--- src/rtl/tag_multicaster.sv ---
// tag_multicaster
//   Per-column multicaster between the global operand bus and one PE.
//   Bus words whose tag matches this column's ID are buffered per class
//   (ifmap / filter / psum) in small FIFOs. A complete operand triple is
//   presented to the PE with a valid/ready handshake. PE results go back to
//   the bus as a registered psum with a one-cycle valid pulse.
//
//   Optional build macro: MCASTER_BCAST_EN
//     When defined, the design adds the bus_bcast input. With bus_bcast high,
//     every column accepts the bus word whatever its tag.
//
// Ports
//   clk, rst                 clock, synchronous active-high reset
//   id                       column ID (static after reset)
//   bus_tag, bus_en          destination tag, class enables {psum, fltr, ifmap}
//   bus_ifmap/fltr/psum      bus operand words
//   bus_bcast                broadcast accept (MCASTER_BCAST_EN only)
//   caster_ready             all three FIFOs have space
//   caster_valid, psum_m2b   result pulse and registered result to the bus
//   ifmap_m2b, fltr_m2b      last operands issued to the PE (neighbour reuse)
//   pe_en, pe_ready          operand triple handshake to the PE
//   pe_ifmap/fltr/psum       FIFO heads
//   pe_valid, pe_psum_res    PE result input
module tag_multicaster #(
  parameter int DATA_WIDTH = 16,
  parameter int NUM_COL    = 4,
  parameter int FIFO_DEPTH = 2,
  localparam int IDW = (NUM_COL > 1) ? $clog2(NUM_COL) : 1,
  localparam int PW  = $clog2(FIFO_DEPTH),
  localparam int CW  = PW + 1
) (
  input  logic                    clk,
  input  logic                    rst,
  input  logic [IDW-1:0]          id,
  input  logic [IDW-1:0]          bus_tag,
  input  logic [2:0]              bus_en,
  input  logic [DATA_WIDTH-1:0]   bus_ifmap,
  input  logic [DATA_WIDTH-1:0]   bus_fltr,
  input  logic [2*DATA_WIDTH-1:0] bus_psum,
`ifdef MCASTER_BCAST_EN
  input  logic                    bus_bcast,
`endif
  output logic                    caster_ready,
  output logic                    caster_valid,
  output logic [2*DATA_WIDTH-1:0] psum_m2b,
  output logic [DATA_WIDTH-1:0]   ifmap_m2b,
  output logic [DATA_WIDTH-1:0]   fltr_m2b,
  output logic                    pe_en,
  input  logic                    pe_ready,
  output logic [DATA_WIDTH-1:0]   pe_ifmap,
  output logic [DATA_WIDTH-1:0]   pe_fltr,
  output logic [2*DATA_WIDTH-1:0] pe_psum,
  input  logic                    pe_valid,
  input  logic [2*DATA_WIDTH-1:0] pe_psum_res
);

  logic              match;
  logic              push_all;
  logic [2:0]        push_cls;
  logic [2:0]        not_empty;
  logic [2:0]        not_full;
  logic              fire;
  logic [2:0][PW-1:0] wr_ptr;
  logic [2:0][PW-1:0] rd_ptr;

`ifdef MCASTER_BCAST_EN
  assign match = (bus_tag == id) || bus_bcast;
`else
  assign match = (bus_tag == id);
`endif

  // Held low while rst is asserted so the bus never sees space during reset.
  // Space is judged on current occupancy only; a same-cycle pop does not help.
  assign caster_ready = !rst && (&not_full);
  assign push_all     = match && caster_ready && (bus_en != 3'b000);
  assign push_cls     = bus_en & {3{push_all}};

  assign pe_en = &not_empty;
  assign fire  = pe_en && pe_ready;

  // Occupancy and pointers, one set per class (0 ifmap, 1 fltr, 2 psum).
  // All three pop together on fire; each pushes on its own enable.
  for (genvar gi = 0; gi < 3; gi++) begin : g_cls
    logic [CW-1:0] cnt_reg;
    logic [CW-1:0] cnt_next;
    logic [PW-1:0] wr_ptr_reg;
    logic [PW-1:0] rd_ptr_reg;

    always_comb begin
      cnt_next = cnt_reg;
      if (push_cls[gi] && !fire) begin
        cnt_next = cnt_reg + CW'(1);
      end else if (!push_cls[gi] && fire) begin
        cnt_next = cnt_reg - CW'(1);
      end
    end

    // Pointers wrap naturally because FIFO_DEPTH is a power of two.
    always_ff @(posedge clk) begin
      if (rst) begin
        cnt_reg    <= '0;
        wr_ptr_reg <= '0;
        rd_ptr_reg <= '0;
      end else begin
        cnt_reg <= cnt_next;
        if (push_cls[gi]) wr_ptr_reg <= wr_ptr_reg + PW'(1);
        if (fire)         rd_ptr_reg <= rd_ptr_reg + PW'(1);
      end
    end

    assign not_empty[gi] = (cnt_reg != '0);
    assign not_full[gi]  = (cnt_reg < CW'(FIFO_DEPTH));
    assign wr_ptr[gi]    = wr_ptr_reg;
    assign rd_ptr[gi]    = rd_ptr_reg;
  end

  // Operand storage. Contents need no reset: empty counts make them invisible.
  logic [DATA_WIDTH-1:0]   ifmap_mem [FIFO_DEPTH];
  logic [DATA_WIDTH-1:0]   fltr_mem  [FIFO_DEPTH];
  logic [2*DATA_WIDTH-1:0] psum_mem  [FIFO_DEPTH];

  always_ff @(posedge clk) begin
    if (push_cls[0]) ifmap_mem[wr_ptr[0]] <= bus_ifmap;
    if (push_cls[1]) fltr_mem[wr_ptr[1]]  <= bus_fltr;
    if (push_cls[2]) psum_mem[wr_ptr[2]]  <= bus_psum;
  end

  // Heads are read from registered storage with registered pointers, so a
  // word pushed at an edge is visible right after that edge with no bus path.
  assign pe_ifmap = ifmap_mem[rd_ptr[0]];
  assign pe_fltr  = fltr_mem[rd_ptr[1]];
  assign pe_psum  = psum_mem[rd_ptr[2]];

  // Issued-operand copies and the result return path.
  logic [DATA_WIDTH-1:0]   ifmap_m2b_reg;
  logic [DATA_WIDTH-1:0]   fltr_m2b_reg;
  logic [2*DATA_WIDTH-1:0] psum_m2b_reg;
  logic                    caster_valid_reg;

  always_ff @(posedge clk) begin
    if (rst) begin
      ifmap_m2b_reg    <= '0;
      fltr_m2b_reg     <= '0;
      psum_m2b_reg     <= '0;
      caster_valid_reg <= 1'b0;
    end else begin
      if (fire) begin
        ifmap_m2b_reg <= pe_ifmap;
        fltr_m2b_reg  <= pe_fltr;
      end
      // No backpressure: every result pulses for exactly one cycle.
      caster_valid_reg <= pe_valid;
      if (pe_valid) psum_m2b_reg <= pe_psum_res;
    end
  end

  assign ifmap_m2b    = ifmap_m2b_reg;
  assign fltr_m2b     = fltr_m2b_reg;
  assign psum_m2b     = psum_m2b_reg;
  assign caster_valid = caster_valid_reg;

endmodule

--- config.mk ---
export PLATFORM = sky130hd
export DESIGN_NAME = tag_multicaster
export DESIGN_NICKNAME = d
export VERILOG_FILES = /design/src/rtl/tag_multicaster.sv
export SDC_FILE = /design/constraint.sdc
export NUM_CORES = 1
export LEC_CHECK = 0
export CAP_MARGIN = 40
export CORE_MARGIN = 1
export CORE_UTILIZATION = 34
export DETAILED_ROUTE_END_ITERATION = 10
export GPL_TIMING_DRIVEN = 0
export PLACE_DENSITY_LB_ADDON = 0.08
export SYNTH_ARGS = -nofsm -noshare
export SYNTH_HDL_FRONTEND = slang
export SYNTH_SLANG_ARGS = --single-unit
--- constraint.sdc ---
create_clock -name clk -period 5 [get_ports clk]
set_clock_uncertainty 0.1 [all_clocks]
set_input_delay 1 -clock clk [delete_from_list [all_inputs] [get_ports clk]]
set_output_delay 1 -clock clk [all_outputs]
set_load 0.03 [all_outputs]
== Word-level counts from Yosys, hierarchy flattened ==
Memory sizes are Yosys's and may differ from the RTL's. A register that Yosys moved wholly into a read port is not among the register bits.
Index checks and enable logic that the tools add are counted.

* Add/sub/neg operators: 12
* Order comparisons: 3
* Equality and inequality tests: 1
* Muxes and demuxes: 18
* Bitwise operators: 1
* Reduce and logical (&&, ||, !) cells: 24

{| class="wikitable"
|+ Operators by type and width
! cell !! count
|-
| $mux 1 || 12
|-
| $mux 2 || 6
|-
| $reduce_bool 2->1 || 6
|-
| $logic_and 1x1->1 || 10
|-
| $add 1x1->1 const B || 6
|-
| $add 2x1->2 const B || 3
|-
| $lt 2x2->1 const B || 3
|-
| $reduce_and 3->1 || 2
|-
| $sub 2x1->2 const B || 3
|-
| $logic_not 1->1 || 5
|-
| $and 3x3->3 || 1
|-
| $reduce_bool 3->1 || 1
|-
| $eq 2x2->1 || 1
|}

* Flip-flop bits (word level): 77
* Memory bits (writable): 128
* Input bits: 107
* Output and inout port bits: 131
* Word-level logic and storage cells: 75
* Memories kept: 3

{| class="wikitable"
|+ Memory list
! memory !! words !! width !! read ports !! clocked after Yosys merged registers in !! write ports !! line !! RTL
|-
| psum_mem || 2 || 32 || 1 || 1 || 1 || 120 || <nowiki>logic [2*DATA_WIDTH-1:0] psum_mem [FIFO_DEPTH];</nowiki>
|-
| fltr_mem || 2 || 16 || 1 || 1 || 1 || 119 || <nowiki>logic [DATA_WIDTH-1:0] fltr_mem [FIFO_DEPTH];</nowiki>
|-
| ifmap_mem || 2 || 16 || 1 || 1 || 1 || 118 || <nowiki>logic [DATA_WIDTH-1:0] ifmap_mem [FIFO_DEPTH];</nowiki>
|}

== Depth between registers and ports, before layout ==
* Depth in word-level cells: 10
* Mapped depth: 10
* Depth with buffers taken out: 7

== Least setup slack after synthesis ==
Ideal clock, no wire load.

* Kind: input to register
* Start: input port rst
* End: memory psum_mem[0][0] in the netlist's numbering, enable pin
* Library setup time: 0.425 ns
* Arrival time: 3.268 ns
* Data required time: 4.475 ns
* Setup slack: 1.207 ns
* Stages: 3
* Path buffers: 0
* Path through: nor4_4 -> and4_4 -> nor2b_1

* Longest elaborated chain between the ends: 7

{| class="wikitable"
|+ Ends and longest elaborated chain
! element !! line !! RTL
|-
| from (decl) || 33 || <nowiki>input logic rst,</nowiki>
|-
| $logic_not 1->1 || 74 || <nowiki>assign caster_ready = !rst && (&not_full);</nowiki>
|-
| $logic_and 1x1->1 || 74 ||
|-
| $logic_and 1x1->1 (2 in a row) || 75 || <nowiki>assign push_all = match && caster_ready && (bus_en != 3'b000);</nowiki>
|-
| $and 3x3->3 || 76 || <nowiki>assign push_cls = bus_en & {3{push_all}};</nowiki>
|-
| net push_cls[2] || 59 || <nowiki>logic [2:0] push_cls;</nowiki>
|-
| $mux 1 || 125 || <nowiki>if (push_cls[2]) psum_mem[wr_ptr[2]] <= bus_psum;</nowiki>
|-
| $mux 1 (not written as such) || 125 ||
|-
| to (decl) || 120 ||
|}

The timed path passes the listed nets, and every way through them passes these cells.

== Final worst setup path ==
* Start: input port rst
* End: output port caster_ready

* Longest elaborated chain between the ends: 2

{| class="wikitable"
|+ Ends and longest elaborated chain
! element !! line !! RTL
|-
| $logic_not 1->1 || 74 ||
|-
| $logic_and 1x1->1 || 74 ||
|-
| to (decl) || 43 || <nowiki>output logic caster_ready,</nowiki>
|}

Every way passes these cells.

==> results.cfg <==
[die]
die_height_um = 154.4
dieWidth_um = 154.4
num_rows = 55
initial_core_util_pct = 34.78
io_pins = 238
die-area_um2 = 23850
core_um2 = 22710

[grt]
grt_max_degree = 33
antenna_found_initial = 0
grt_usage_pct = 16.33
grt_pass1_vias = 5598
grt_pass1_wl_um = 30520
grt_remaining_overflow = 0

[drt]
firstDrtPassIters = 4
viasPerCell = 4.756
drcViolationCount = 0
routed_wl_um = 19680
drtAntennaViolNets = 0
dr.first_iter.drc_count = 188
vias = 5236
wire_per_inst_um = 17.87

[pwr]
irDropWorstVdd_mv = 0.2303
leakage_uw = 0.004047
finalPower_uw = 3880
powerDensity_nw_per_um2 = 338.8

[synthesis]
synth-seq-cells = 208
synthesis.area_um2 = 7899
ys.warnings.count = 0
netlist.top_cell.by_area = edfxtp_1
synth_ff_type = edfxtp_1
synthArstFlopShare_pct = 0
avgSynthCellArea_um2 = 14.85
ys_seq_area_share_pct = 68.94
synth_area_leaders = edfxtp_1 (49%), dfxtp_1 (20%), mux2_2 (9.0%)
synth.distinct_cells = 32
syn_nets = 642
synthTopCellsByCount = edfxtp_1 (128), dfxtp_1 (80), mux2_2 (63), nor2_1 (41), nand2b_1 (37)
synth_edf_count = 128
yosysMostFrequentCell = edfxtp_1
synth_top_area_share_pct = 48.66
syn_inst = 532

[critical_path]
cp.arrival_ns = 2.72
r2r_start = g_cls[0].cnt_reg[1]
slowest_delay_ns = 0.78
rr_worst_depth = 9
path_class = input port to output pin
path_buf_inv = 2
crit_path_end_kind = output pin
cpMostUsedCell = clkdlybuf4s50_1
regToRegSetupSlack_ns = 2.65
r2r_end = g_cls[0].cnt_reg[1]
cp_top_family = buffers and inverters
start_kind = input port
critPathSlowestCell = clkdlybuf4s50_1
worstPathMaxFanout = 6
worstPathCellList = clkdlybuf4s50_1 -> nor4_4 -> clkdlybuf4s50_1
worstSetupEndpoint = caster_ready
worstPathRequired_ns = 3.90
path_depth = 3
crit_start = rst

[clock_network]
cts_made_buffers = 24
cts_setup_buffers = 0
cts_resized = 0
clockBufferDepth = 3
cts_max_level = 1
cts_sinks = 208
path_clk_slew_ns = 0.05
clk_latency_ns = 0.50
cts_tree = done
hold_buffers = 0
cts_root_buffer = clkbuf_16

[run]
maxCapViolations = 0

[timing]
fmax_mhz = 261.6
timing.final.hold_violations = 0
rsz0062_at_grt = false
fin_crit_sh_pct = 76.44
maxSlewViolCount = 0
slew_headroom_pct = 45.91
holdWs_ns = 0.3765
finalSetupViolations = 0
tightest_slew_ns = 0.8113
period_minus_slack_ns = 3.822

[min_path]
hold_class = flop to flop

[outcome]
status = finished clean

[layout]
areaGrowthSynthToFinish_pct = 45.00
final_area_um2 = 11450
finish.utilization_pct = 50.44
drive_above_1_share_pct = 16.67
largest_reg_flops = 64
antennaDiodeCount = 0
nFillCells = 1985
layout.nets = 909

[placement]
routabilityCongestion = 0.7211
port_buffers = 236
dpl_cell_area_um2 = 10700
place.detailed.hpwl_um = 14080
[where the power goes]
group          leakage, uW  internal [uW]  switching [uW]
clock             0.000365           1020             661
combinational      0.00187            169             159
sequential         0.00181           1860            17.1
total              0.00405           3040             837
[worst min-delay path by stage]
stage	startpoint	endpoint	slack [ns]	depth (start not counted)
floorplan	g_cls[0].wr_ptr_reg	g_cls[0].wr_ptr_reg	0.35	1
global placement	g_cls[1].wr_ptr_reg	g_cls[1].wr_ptr_reg	0.36	1
detailed placement	ifmap_m2b[15]	ifmap_m2b[15]	0.37	2
CTS	ifmap_m2b[11]	ifmap_m2b[11]	0.38	2
global route	ifmap_m2b[14]	ifmap_m2b[14]	0.40	2
finish	ifmap_m2b[4]	ifmap_m2b[4]	0.38	2
[kinds of logic after synthesis]
family | after synthesis | share of synthesized area, %
compound gates | 47 | 3.532
xor+xnor | 8 | 0.8871
fa+ha+maj | 3 | 0.4753
buf+inv | 39 | 2.487
flops | 208 | 68.94
mux | 99 | 13.58
simple gates | 128 | 10.11
[worst min-delay path: stages (launching register included)]
cell and delay, ns:
dfxtp_1 0.31, nand2b_1 0.08, o21ai_2 0.05
[per-layer routing]
layer | global-route usage [%] | wire length, um
met1 | 20.96 | 8586
met2 | 27.21 | 9280
met3 | 4.623 | 1417
met4 | 3.866 | 391
met5 | 0 | 0
[area by class of cell]
type	count	area (um^2)	share of cell area [%]
clock inverter	9	90.09	0.7865
multi-input combinational	285	2271	19.83
clock buffer	34	659.4	5.757
tap	285	356.6	3.113
sequential	208	5445	47.54
timing repair buffer	241	2435	21.26
buffer	36	185.2	1.617
inverter	3	11.26	0.09832
[per-stage QoR]
stage          cells  setup TNS [ns]  setup slack [ns]
3_3_place_gp    1053          -4.274           -0.1352
2_1_floorplan    532               0             1.207
4_1_cts         1101               0             1.188
5_1_grt         1101               0             1.136
3_5_place_dp    1058               0             1.199
6_report        1101               0             1.178
[layout by cell type, fill, tap and decap left out, types with 4 or more instances in the layout]
cell type,Yosys,final
buf_2,14,14
o21ai_2,9,9
xor2_1,6,6
edfxtp_1,128,128
nand4b_1,32,32
clkdlybuf4s50_1,0,236
clkbuf_16,0,25
mux2i_1,34,34
nor2_1,41,39
dfxtp_1,80,80
clkinv_1,0,4
o21ai_0,32,32
mux2_2,63,63
clkbuf_1,14,23
buf_6,4,6
nand2b_1,37,37
No activity file was read; power rests on OpenSTA's default activity.
